### config.mk
export PLATFORM = sky130hd
export DESIGN_NAME = hazard_ctrl
export DESIGN_NICKNAME = d
export VERILOG_FILES = /design/src/rtl/core_pkg.sv /design/src/rtl/fwd_unit.sv /design/src/rtl/hazard_ctrl.sv
export SDC_FILE = /design/constraint.sdc
export NUM_CORES = 1
export LEC_CHECK = 0
export CORE_MARGIN = 1.5
export CORE_UTILIZATION = 40
export CTS_BUF_LIST = sky130_fd_sc_hd__clkbuf_4 sky130_fd_sc_hd__clkbuf_8
export CTS_CLUSTER_DIAMETER = 150
export DETAILED_ROUTE_END_ITERATION = 8
export PLACE_DENSITY = 0.67
export SYNTH_ARGS = -nofsm -noshare
export SYNTH_HDL_FRONTEND = slang
export SYNTH_HIERARCHICAL = 1
export SYNTH_SLANG_ARGS = --single-unit
### constraint.sdc
create_clock -name clk -period 2.5 [get_ports clk]
set_input_delay 0.25 -clock clk [delete_from_list [all_inputs] [get_ports clk]]
set_output_delay 0.25 -clock clk [all_outputs]
set_load 0.03 [all_outputs]
### src/rtl/core_pkg.sv
// rtl/core_pkg.sv - shared types and constants for the pipeline hazard controller
package core_pkg;

    // Operand source selects for the Execute-stage forwarding muxes
    typedef enum logic [1:0] {
        FWD_RF  = 2'b00,
        FWD_WB  = 2'b01,
        FWD_MEM = 2'b10
    } forward_sel_e;

    // Data-memory access sequencer states
    typedef enum logic [1:0] {
        MEM_IDLE  = 2'b00,
        MEM_WAIT  = 2'b01,
        MEM_ABORT = 2'b10
    } mem_fsm_e;

    // x0 is hardwired to zero and never a forwarding or hazard source
    localparam logic [4:0] REG_ZERO = 5'd0;

endpackage

### src/rtl/fwd_unit.sv
// rtl/fwd_unit.sv - combinational forwarding comparator for one Execute operand
module fwd_unit
    import core_pkg::*;
(
    input  logic [4:0]   rs,
    input  logic [4:0]   rd_m,
    input  logic         reg_write_m,
    input  logic [4:0]   rd_w,
    input  logic         reg_write_w,
    output forward_sel_e sel
);

    // The younger result in Memory wins over the older one in Writeback
    always_comb begin
        sel = FWD_RF;
        if (reg_write_m && (rd_m != REG_ZERO) && (rd_m == rs)) begin
            sel = FWD_MEM;
        end else if (reg_write_w && (rd_w != REG_ZERO) && (rd_w == rs)) begin
            sel = FWD_WB;
        end
    end

endmodule

### src/rtl/hazard_ctrl.sv
// rtl/hazard_ctrl.sv - stall/flush/forward sequencer for the 5-stage RV32I pipeline
module hazard_ctrl
    import core_pkg::*;
#(
    parameter int MEM_TIMEOUT = 16,
    parameter int CNT_W       = 32
) (
    input  logic             clk,
    input  logic             reset,
    input  logic [4:0]       Rs1D,
    input  logic [4:0]       Rs2D,
    input  logic [4:0]       Rs1E,
    input  logic [4:0]       Rs2E,
    input  logic [4:0]       RdE,
    input  logic             ResultSrcE0,
    input  logic             PCSrcE,
    input  logic [4:0]       RdM,
    input  logic             RegWriteM,
    input  logic             MemReqM,
    input  logic             MemReadyM,
    input  logic [4:0]       RdW,
    input  logic             RegWriteW,
    output logic             StallF,
    output logic             StallD,
    output logic             StallE,
    output logic             StallM,
    output logic             FlushD,
    output logic             FlushE,
    output logic             FlushW,
    output logic [1:0]       ForwardAE,
    output logic [1:0]       ForwardBE,
    output logic             MemBusy,
    output logic             MemErr,
    output logic [CNT_W-1:0] StallCount
);

    // MEM_TIMEOUT is at most 255, so an 8-bit wait counter always suffices
    localparam logic [7:0] WAIT_LAST = 8'(MEM_TIMEOUT - 1);

    mem_fsm_e     state;
    mem_fsm_e     state_next;
    logic [7:0]   wait_cnt;
    logic [7:0]   wait_cnt_next;
    forward_sel_e fwd_a;
    forward_sel_e fwd_b;
    logic         lw_stall;
    logic         mem_stall;

    fwd_unit u_fwd_a (
        .rs          (Rs1E),
        .rd_m        (RdM),
        .reg_write_m (RegWriteM),
        .rd_w        (RdW),
        .reg_write_w (RegWriteW),
        .sel         (fwd_a)
    );

    fwd_unit u_fwd_b (
        .rs          (Rs2E),
        .rd_m        (RdM),
        .reg_write_m (RegWriteM),
        .rd_w        (RdW),
        .reg_write_w (RegWriteW),
        .sel         (fwd_b)
    );

    // A load in Execute feeding an operand in Decode needs one bubble;
    // a pending memory access holds everything, except in the abort cycle
    always_comb begin
        lw_stall  = ResultSrcE0 && (RdE != REG_ZERO) && ((RdE == Rs1D) || (RdE == Rs2D));
        mem_stall = MemReqM && !MemReadyM && (state != MEM_ABORT);
    end

    // Memory sequencer next state: wait for ready, give up after MEM_TIMEOUT stall cycles
    always_comb begin
        state_next    = state;
        wait_cnt_next = wait_cnt;
        case (state)
            MEM_IDLE: begin
                if (mem_stall) begin
                    state_next    = MEM_WAIT;
                    wait_cnt_next = 8'd1;
                end
            end
            MEM_WAIT: begin
                if (MemReadyM) begin
                    state_next    = MEM_IDLE;
                    wait_cnt_next = 8'd0;
                end else if (wait_cnt == WAIT_LAST) begin
                    state_next = MEM_ABORT;
                end else begin
                    wait_cnt_next = wait_cnt + 8'd1;
                end
            end
            default: begin
                state_next    = MEM_IDLE;
                wait_cnt_next = 8'd0;
            end
        endcase
    end

    // Pipeline controls: a memory stall freezes the whole pipe and hides
    // lw_stall/PCSrcE, which re-present once Execute is released
    always_comb begin
        StallF    = 1'b0;
        StallD    = 1'b0;
        StallE    = 1'b0;
        StallM    = 1'b0;
        FlushD    = 1'b0;
        FlushE    = 1'b0;
        FlushW    = 1'b0;
        ForwardAE = FWD_RF;
        ForwardBE = FWD_RF;
        if (reset) begin
            ForwardAE = fwd_a;
            ForwardBE = fwd_b;
            if (mem_stall) begin
                StallF = 1'b1;
                StallD = 1'b1;
                StallE = 1'b1;
                StallM = 1'b1;
                FlushW = 1'b1;
            end else begin
                if (lw_stall) begin
                    StallF = 1'b1;
                    StallD = 1'b1;
                    FlushE = 1'b1;
                end
                if (PCSrcE) begin
                    FlushD = 1'b1;
                    FlushE = 1'b1;
                end
                // The timed-out load must not reach the register file
                if (state == MEM_ABORT) begin
                    FlushW = 1'b1;
                end
            end
        end
    end

    assign MemBusy = (state == MEM_WAIT);

    // State, sticky error flag and saturating stall counter
    always_ff @(posedge clk) begin
        if (!reset) begin
            state      <= MEM_IDLE;
            wait_cnt   <= 8'd0;
            MemErr     <= 1'b0;
            StallCount <= '0;
        end else begin
            state    <= state_next;
            wait_cnt <= wait_cnt_next;
            if (state == MEM_ABORT) begin
                MemErr <= 1'b1;
            end
            if (StallF && (StallCount != {CNT_W{1'b1}})) begin
                StallCount <= StallCount + 1'b1;
            end
        end
    end

endmodule

==> results of run 1 <==
-- metal layers --
layer / vias to the layer above / share of wire (%) / GRT usage [%]
met4: 0 / 1.0 / 6.20
met1: 1375 / 47 / 25.7
met5: - / 0 / 0
met2: 47 / 49 / 33.3
met3: 9 / 2.6 / 3.32
li1: 1467 / - / -
-- cell usage in the layout, fill, tap and decap left out, drive strengths merged, types with 6 or more instances in the layout --
cell type / n
a21oi: 30
and2: 6
and3: 9
buf: 23
clkbuf: 6
clkdlybuf4s50: 78
dfxtp: 43
mux2i: 8
nand2: 37
nand2b: 9
nand3: 22
nand4: 11
nor2: 20
nor3: 10
nor4: 10
o21ai: 9
o31ai: 16
or3: 6
or4: 16
xnor2: 20
xor2: 10
-- how the worst min path moves through the flow --
stage                 from             end  slack (ns)
4_1_cts        wait_cnt[7]     wait_cnt[7]        0.50
3_3_place_gp        MemErr          MemErr        0.46
3_5_place_dp        MemErr          MemErr        0.49
5_1_grt        wait_cnt[7]     wait_cnt[7]        0.52
2_1_floorplan        reset  StallCount[26]        0.41
6_report            MemErr          MemErr        0.50
-- worst min-delay path, stage by stage, from the launching register on --
cell and delay [ns]:
dfxtp_1 0.34, nor2_1 0.05, nor2_1 0.07
-- state kept, by name (all words and copies together), names as in the netlist --
register and flops:
MemErr 1, wait_cnt 8, StallCount 32, state 2
-- cell families (layout without fill, tap and decap cells) --
logic type                 Yosys count  after routing
xor gates and xnor gates            30             30
AOI/OAI and AO/OA                   70             70
DFF                                 43             43
and+or+nand+nor                    167            167
adders and majority gates            2              2
muxes                                8              8
buffers and inverters               19            116
-- stage by stage --
stage / std cells / area (um2) / hold slack, ns / setup TNS (ns)
after floorplan: 339 / 2830 / 0.406 / 0
after global placement: 524 / 3840 / 0.462 / -0.0416
after detailed placement: 524 / 3840 / 0.486 / -0.0860
after CTS: 532 / 3940 / 0.504 / 0
after global routing: 532 / 3940 / 0.523 / 0
final: 532 / 3940 / 0.496 / 0
-- timing repair --
action / CTS / global route
setup buffers: 0 / 0
setup endpoints to repair: 2 / 1
gates resized for setup: 2 / 1
endpoints found under the hold margin: 0 / 0
-- where the power goes --
| part | internal (mW) | switching [mW] | total, mW |
|---|---|---|---|
| sequential | 0.688 | 0.00473 | 0.693 |
| combinational | 0.129 | 0.124 | 0.253 |
| clock | 0.226 | 0.250 | 0.475 |
| total | 1.04 | 0.379 | 1.42 |
-- area by class of cell --
cell class | instances | area share [%]
inverters | 4 | 0.381
clock inverters | 2 | 0.413
well taps | 96 | 3.05
flip-flops and latches | 43 | 21.9
clock buffers | 6 | 2.10
repair buffers | 104 | 25.0
multi-input cells | 277 | 47.2
==> results.json, run 1 <==
{
  "cpMaxStageDelayCell": "clkdlybuf4s50_1",
  "ys_seq_area_share_pct": 30.4,
  "yosys.cell_count.top_type": "dfxtp_1",
  "arrival_ns": 2.17,
  "grt_use_total_pct": 19.7,
  "tritoncts": "yes",
  "cts_max_level": 2,
  "cp-end-kind": "output port",
  "grt_pass1_wl_mm": 12.2,
  "holdBufCountCts": 0,
  "tightest_slew_ns": 0.552,
  "cap_violations": 0,
  "cts.sinks": 43,
  "crit_path_frequent_cell": "clkdlybuf4s50_1",
  "postRouteAntennaNets": 0,
  "num_io_pins": 88,
  "fin_nets": 480,
  "fmax_mhz": 412,
  "syn_inst": 339,
  "reg2regPathDepth": 7,
  "yosys.area_share.simple_pct": 35.1,
  "relSlewSlack_pct": 63.1,
  "synth-xor-area-share_pct": 9.28,
  "required_ns": 2.25,
  "dr.first_iter.drc_count": 119,
  "die_area_um2": 7590,
  "wire_per_inst_um": 14.1,
  "synthTopCellsByCount": "dfxtp_1 (43), nand2_1 (37), a21oi_1 (29)",
  "finalWeightedCongestion": 0.844,
  "multiInputGateArea_um2": 1860,
  "final_util_pct": 57.6,
  "yosys.area_share.adder_pct": 0.884,
  "dp_hpwl_mm": 5.75,
  "leakagePower_nw": 1.36,
  "cts_root_buffer": "clkbuf_8",
  "maxSlewViolCount": 0,
  "final-setup-viol-count": 0,
  "path_depth": 6,
  "cp_num_buf_inv": 2,
  "startpoint": "RdM[0]",
  "antenna_found_initial": 0,
  "post_synth.cell_area_avg_um2": 8.35,
  "die_y_um": 87.1,
  "synth_nets": 384,
  "critical-path-top-delay-family": "buffers and inverters",
  "rsz0062_at_grt": "no",
  "crit_end": "ForwardAE[1]",
  "clk_latency_ns": 0.30,
  "cts_buffers": 5,
  "layout-drive-gt1-share_pct": 11.9,
  "insertedDiodeCount": 0,
  "status": "complete, no violations",
  "syn_area_um2": 2830,
  "start_kind": "input pin",
  "holdPathStages": 2,
  "p_total_mw": 1.42,
  "synth_top_area_share_pct": 30.4,
  "core.rowCount": 30,
  "vias": 2898,
  "die_w_um": 87.1,
  "syn_to_final_growth_pct": 39.1,
  "worstPathMaxFanout": 4,
  "nFillCells": 637,
  "synth_cell_types": 49,
  "synthMuxAreaShare_pct": 2.83,
  "path_cells": "clkdlybuf4s50_1 -> xnor2_1 -> nand2_1 -> a211oi_2 -> and2_1 -> clkdlybuf4s50_1",
  "rrSetupSlack_ns": 0.39,
  "final.setup_skew_ns": 0.0129,
  "max_stage_delay_ns": 0.66,
  "layout_min_cycle_time_ns": 2.42,
  "crit_type": "input pin to output port",
  "port-buffer-count": 87,
  "synth_compound_area_share_pct": 17.6,
  "hp-class": "flip-flop to flip-flop",
  "p_per_area_nw_per_um2": 361,
  "clock_path_buffers": 2,
  "synth_top_family_by_area": "simple AND/OR/NAND/NOR gates",
  "fin_crit_sh_pct": 97.0,
  "grt_pass1_vias": 2647,
  "r2r-start": "StallCount[1]",
  "hold_viol": 0,
  "ys_async_sr_fraction_pct": 0,
  "grt_max_degree": 46,
  "regArea_um2": 861,
  "drcViolationCount": 0,
  "dp_slack_ns": -0.0438,
  "yosysTopAreaCell": "dfxtp_1",
  "yosys_warnings": 6,
  "grt_remaining_overflow": 0,
  "synth_edf_count": 0,
  "initial_core_util_pct": 41.4,
  "rr_endpoint": "StallCount[30]",
  "ys_ff_latch": 43,
  "ys.flop_type": "dfxtp_1",
  "via_per_inst": 5.45,
  "synth_area_leaders": "dfxtp_1 (30%), xnor2_1 (6.2%), a21oi_1 (5.1%)",
  "core-area_um2": 6830,
  "setup_slack_ns": 0.0755,
  "first_pass_iters": 4,
  "wirelength_mm": 7.49,
  "vdd_drop_max_mv": 0.243,
  "clk_pin_slew_ns": 0.09
}
(Power assumes the default switching activity.)
==> inputs of run 2 (changes only) <==
- CORE_MARGIN: 1.5 -> 3
==> run 2 against run 1 <==
Utilization about the same. Global-route usage decreased by 0.52 points. First-iteration DRC count increased by 2.5%. Largest power group unchanged. Total power increased by 6.0%. Non-clock buffer count decreased by 3.
==> results.json, run 2 (same netlist as run 1, synthesis figures left out) <==
{
  "largest_register_ffs": 32,
  "insertedDiodeCount": 0,
  "grt_pass1_vias": 2817,
  "grt_remaining_overflow": 0,
  "cpMaxStageDelayCell": "clkdlybuf4s50_1",
  "core.rowCount": 30,
  "clock_path_buffers": 2,
  "holdBufCountCts": 0,
  "final-setup-viol-count": 0,
  "wire_per_inst_um": 14.5,
  "vias": 2871,
  "maxSlewViolCount": 0,
  "max_stage_delay_ns": 0.47,
  "hp-class": "flip-flop to flip-flop",
  "wirelength_mm": 7.67,
  "regMostFlops": "StallCount",
  "port-buffer-count": 87,
  "tritoncts": "yes",
  "p_total_mw": 1.51,
  "hold_viol": 0,
  "grt_use_total_pct": 19.2,
  "cp_num_buf_inv": 3,
  "postRouteAntennaNets": 0,
  "grt_max_degree": 46,
  "cp-end-kind": "output port",
  "die_w_um": 90.1,
  "syn_to_final_growth_pct": 39.1,
  "worstPathMaxFanout": 3,
  "crit_type": "input pin to output port",
  "tightest_slew_ns": 0.523,
  "rsz0062_at_grt": "no",
  "core-area_um2": 6830,
  "reg.largest.list": "StallCount (32), wait_cnt (8), state (2)",
  "dr.first_iter.drc_count": 122,
  "relSlewSlack_pct": 65.1,
  "arrival_ns": 2.07,
  "final_cell_mix": "clkdlybuf4s50_1 (77), dfxtp_1 (43), nand2_1 (37)",
  "layout_min_cycle_time_ns": 2.32,
  "cts_max_level": 2,
  "grt_pass1_wl_mm": 13.2,
  "final.setup_skew_ns": 0.00820,
  "finalWeightedCongestion": 0.793,
  "drcViolationCount": 0,
  "cts_buffers": 5,
  "path_cells": "clkdlybuf4s50_1 -> or3_1 -> o311a_2 -> a21oi_4 -> inv_1 -> dlygate4sd2_1",
  "fin_crit_sh_pct": 92.7,
  "clk_latency_ns": 0.30,
  "required_ns": 2.25,
  "p_per_area_nw_per_um2": 383,
  "first_pass_iters": 4,
  "status": "complete, no violations",
  "start_kind": "input pin",
  "cts_root_buffer": "clkbuf_8",
  "layout-drive-gt1-share_pct": 11.3,
  "initial_core_util_pct": 41.4,
  "leakagePower_nw": 1.37,
  "via_per_inst": 5.43,
  "clk_pin_slew_ns": 0.08,
  "die_y_um": 90.1,
  "dp_hpwl_mm": 5.93,
  "antenna_found_initial": 0,
  "post_cts_buffers": 0,
  "cap_violations": 0,
  "fmax_mhz": 431,
  "critical-path-top-delay-family": "buffers and inverters",
  "fin_nets": 477,
  "die_area_um2": 8120,
  "cts.sinks": 43,
  "vdd_drop_max_mv": 0.243,
  "final_common_cell": "clkdlybuf4s50_1",
  "num_io_pins": 88,
  "holdWs_ns": 0.498
}
-- run 2: tightest hold or removal path: stages, from the launching register on --
cell	delay, ns
dfxtp_1	0.34
nor2_1	0.05
nor2_1	0.08
-- run 2: timing repair --
item / in CTS / in global routing
resized for setup: 2 / 2
setup endpoints to repair: 2 / 2
pin swaps: 0 / 0
hold endpoints to repair: 0 / 0
-- run 2: final cells by class --
| cell class | count | area, um2 |
|---|---|---|
| fill | 675 | 2900 |
| multi-input combinational | 277 | 1860 |
| timing repair buffer | 101 | 963 |
| sequential | 43 | 861 |
| tap | 96 | 120 |
| clock buffer | 6 | 82.6 |
| clock inverter | 2 | 35.0 |
| inverter | 4 | 15.0 |
-- run 2: power by group --
| group | total [mW] | internal, mW | switching, mW |
|---|---|---|---|
| logic | 0.249 | 0.127 | 0.122 |
| clock network | 0.565 | 0.323 | 0.241 |
| registers | 0.692 | 0.688 | 0.00468 |
-- run 2: final timing paths --
| check | start | end | slack [ns] | depth (start not counted) |
|---|---|---|---|---|
| hold / removal | MemErr | MemErr | 0.50 | 2 |
| setup / recovery | RdE[1] | StallF | 0.18 | 6 |
| setup reg to reg | StallCount[0] | StallCount[24] | 0.33 | 7 |
| hold reg to reg | MemErr | MemErr | 0.50 | 2 |
-- run 2: per-stage QoR --
step           setup TNS [ns]  setup WS, ns  area (um2)  util (%)  instances
3_3_place_gp           -0.120       -0.0603        3820      55.9        521
4_1_cts                     0        0.0361        3930      57.5        529
3_5_place_dp           -0.125       -0.0626        3820      55.9        521
6_report                    0         0.182        3940      57.6        529
5_1_grt                     0         0.117        3940      57.6        529
2_1_floorplan               0         0.385        2830         -        339
-- run 2: per-layer routing --
layer,share of wire (%),global-route usage [%],wire (um)
met5,0,0,0
met3,3.0,2.93,229
met4,1.4,5.99,104
met2,50,32.9,3810
met1,46,24.8,3530
==> inputs of run 3 (changes only) <==
- ABC_AREA: unset -> 0
==> results of run 3 <==
The final DEF is identical to that of run 2; final timing and power are the same.
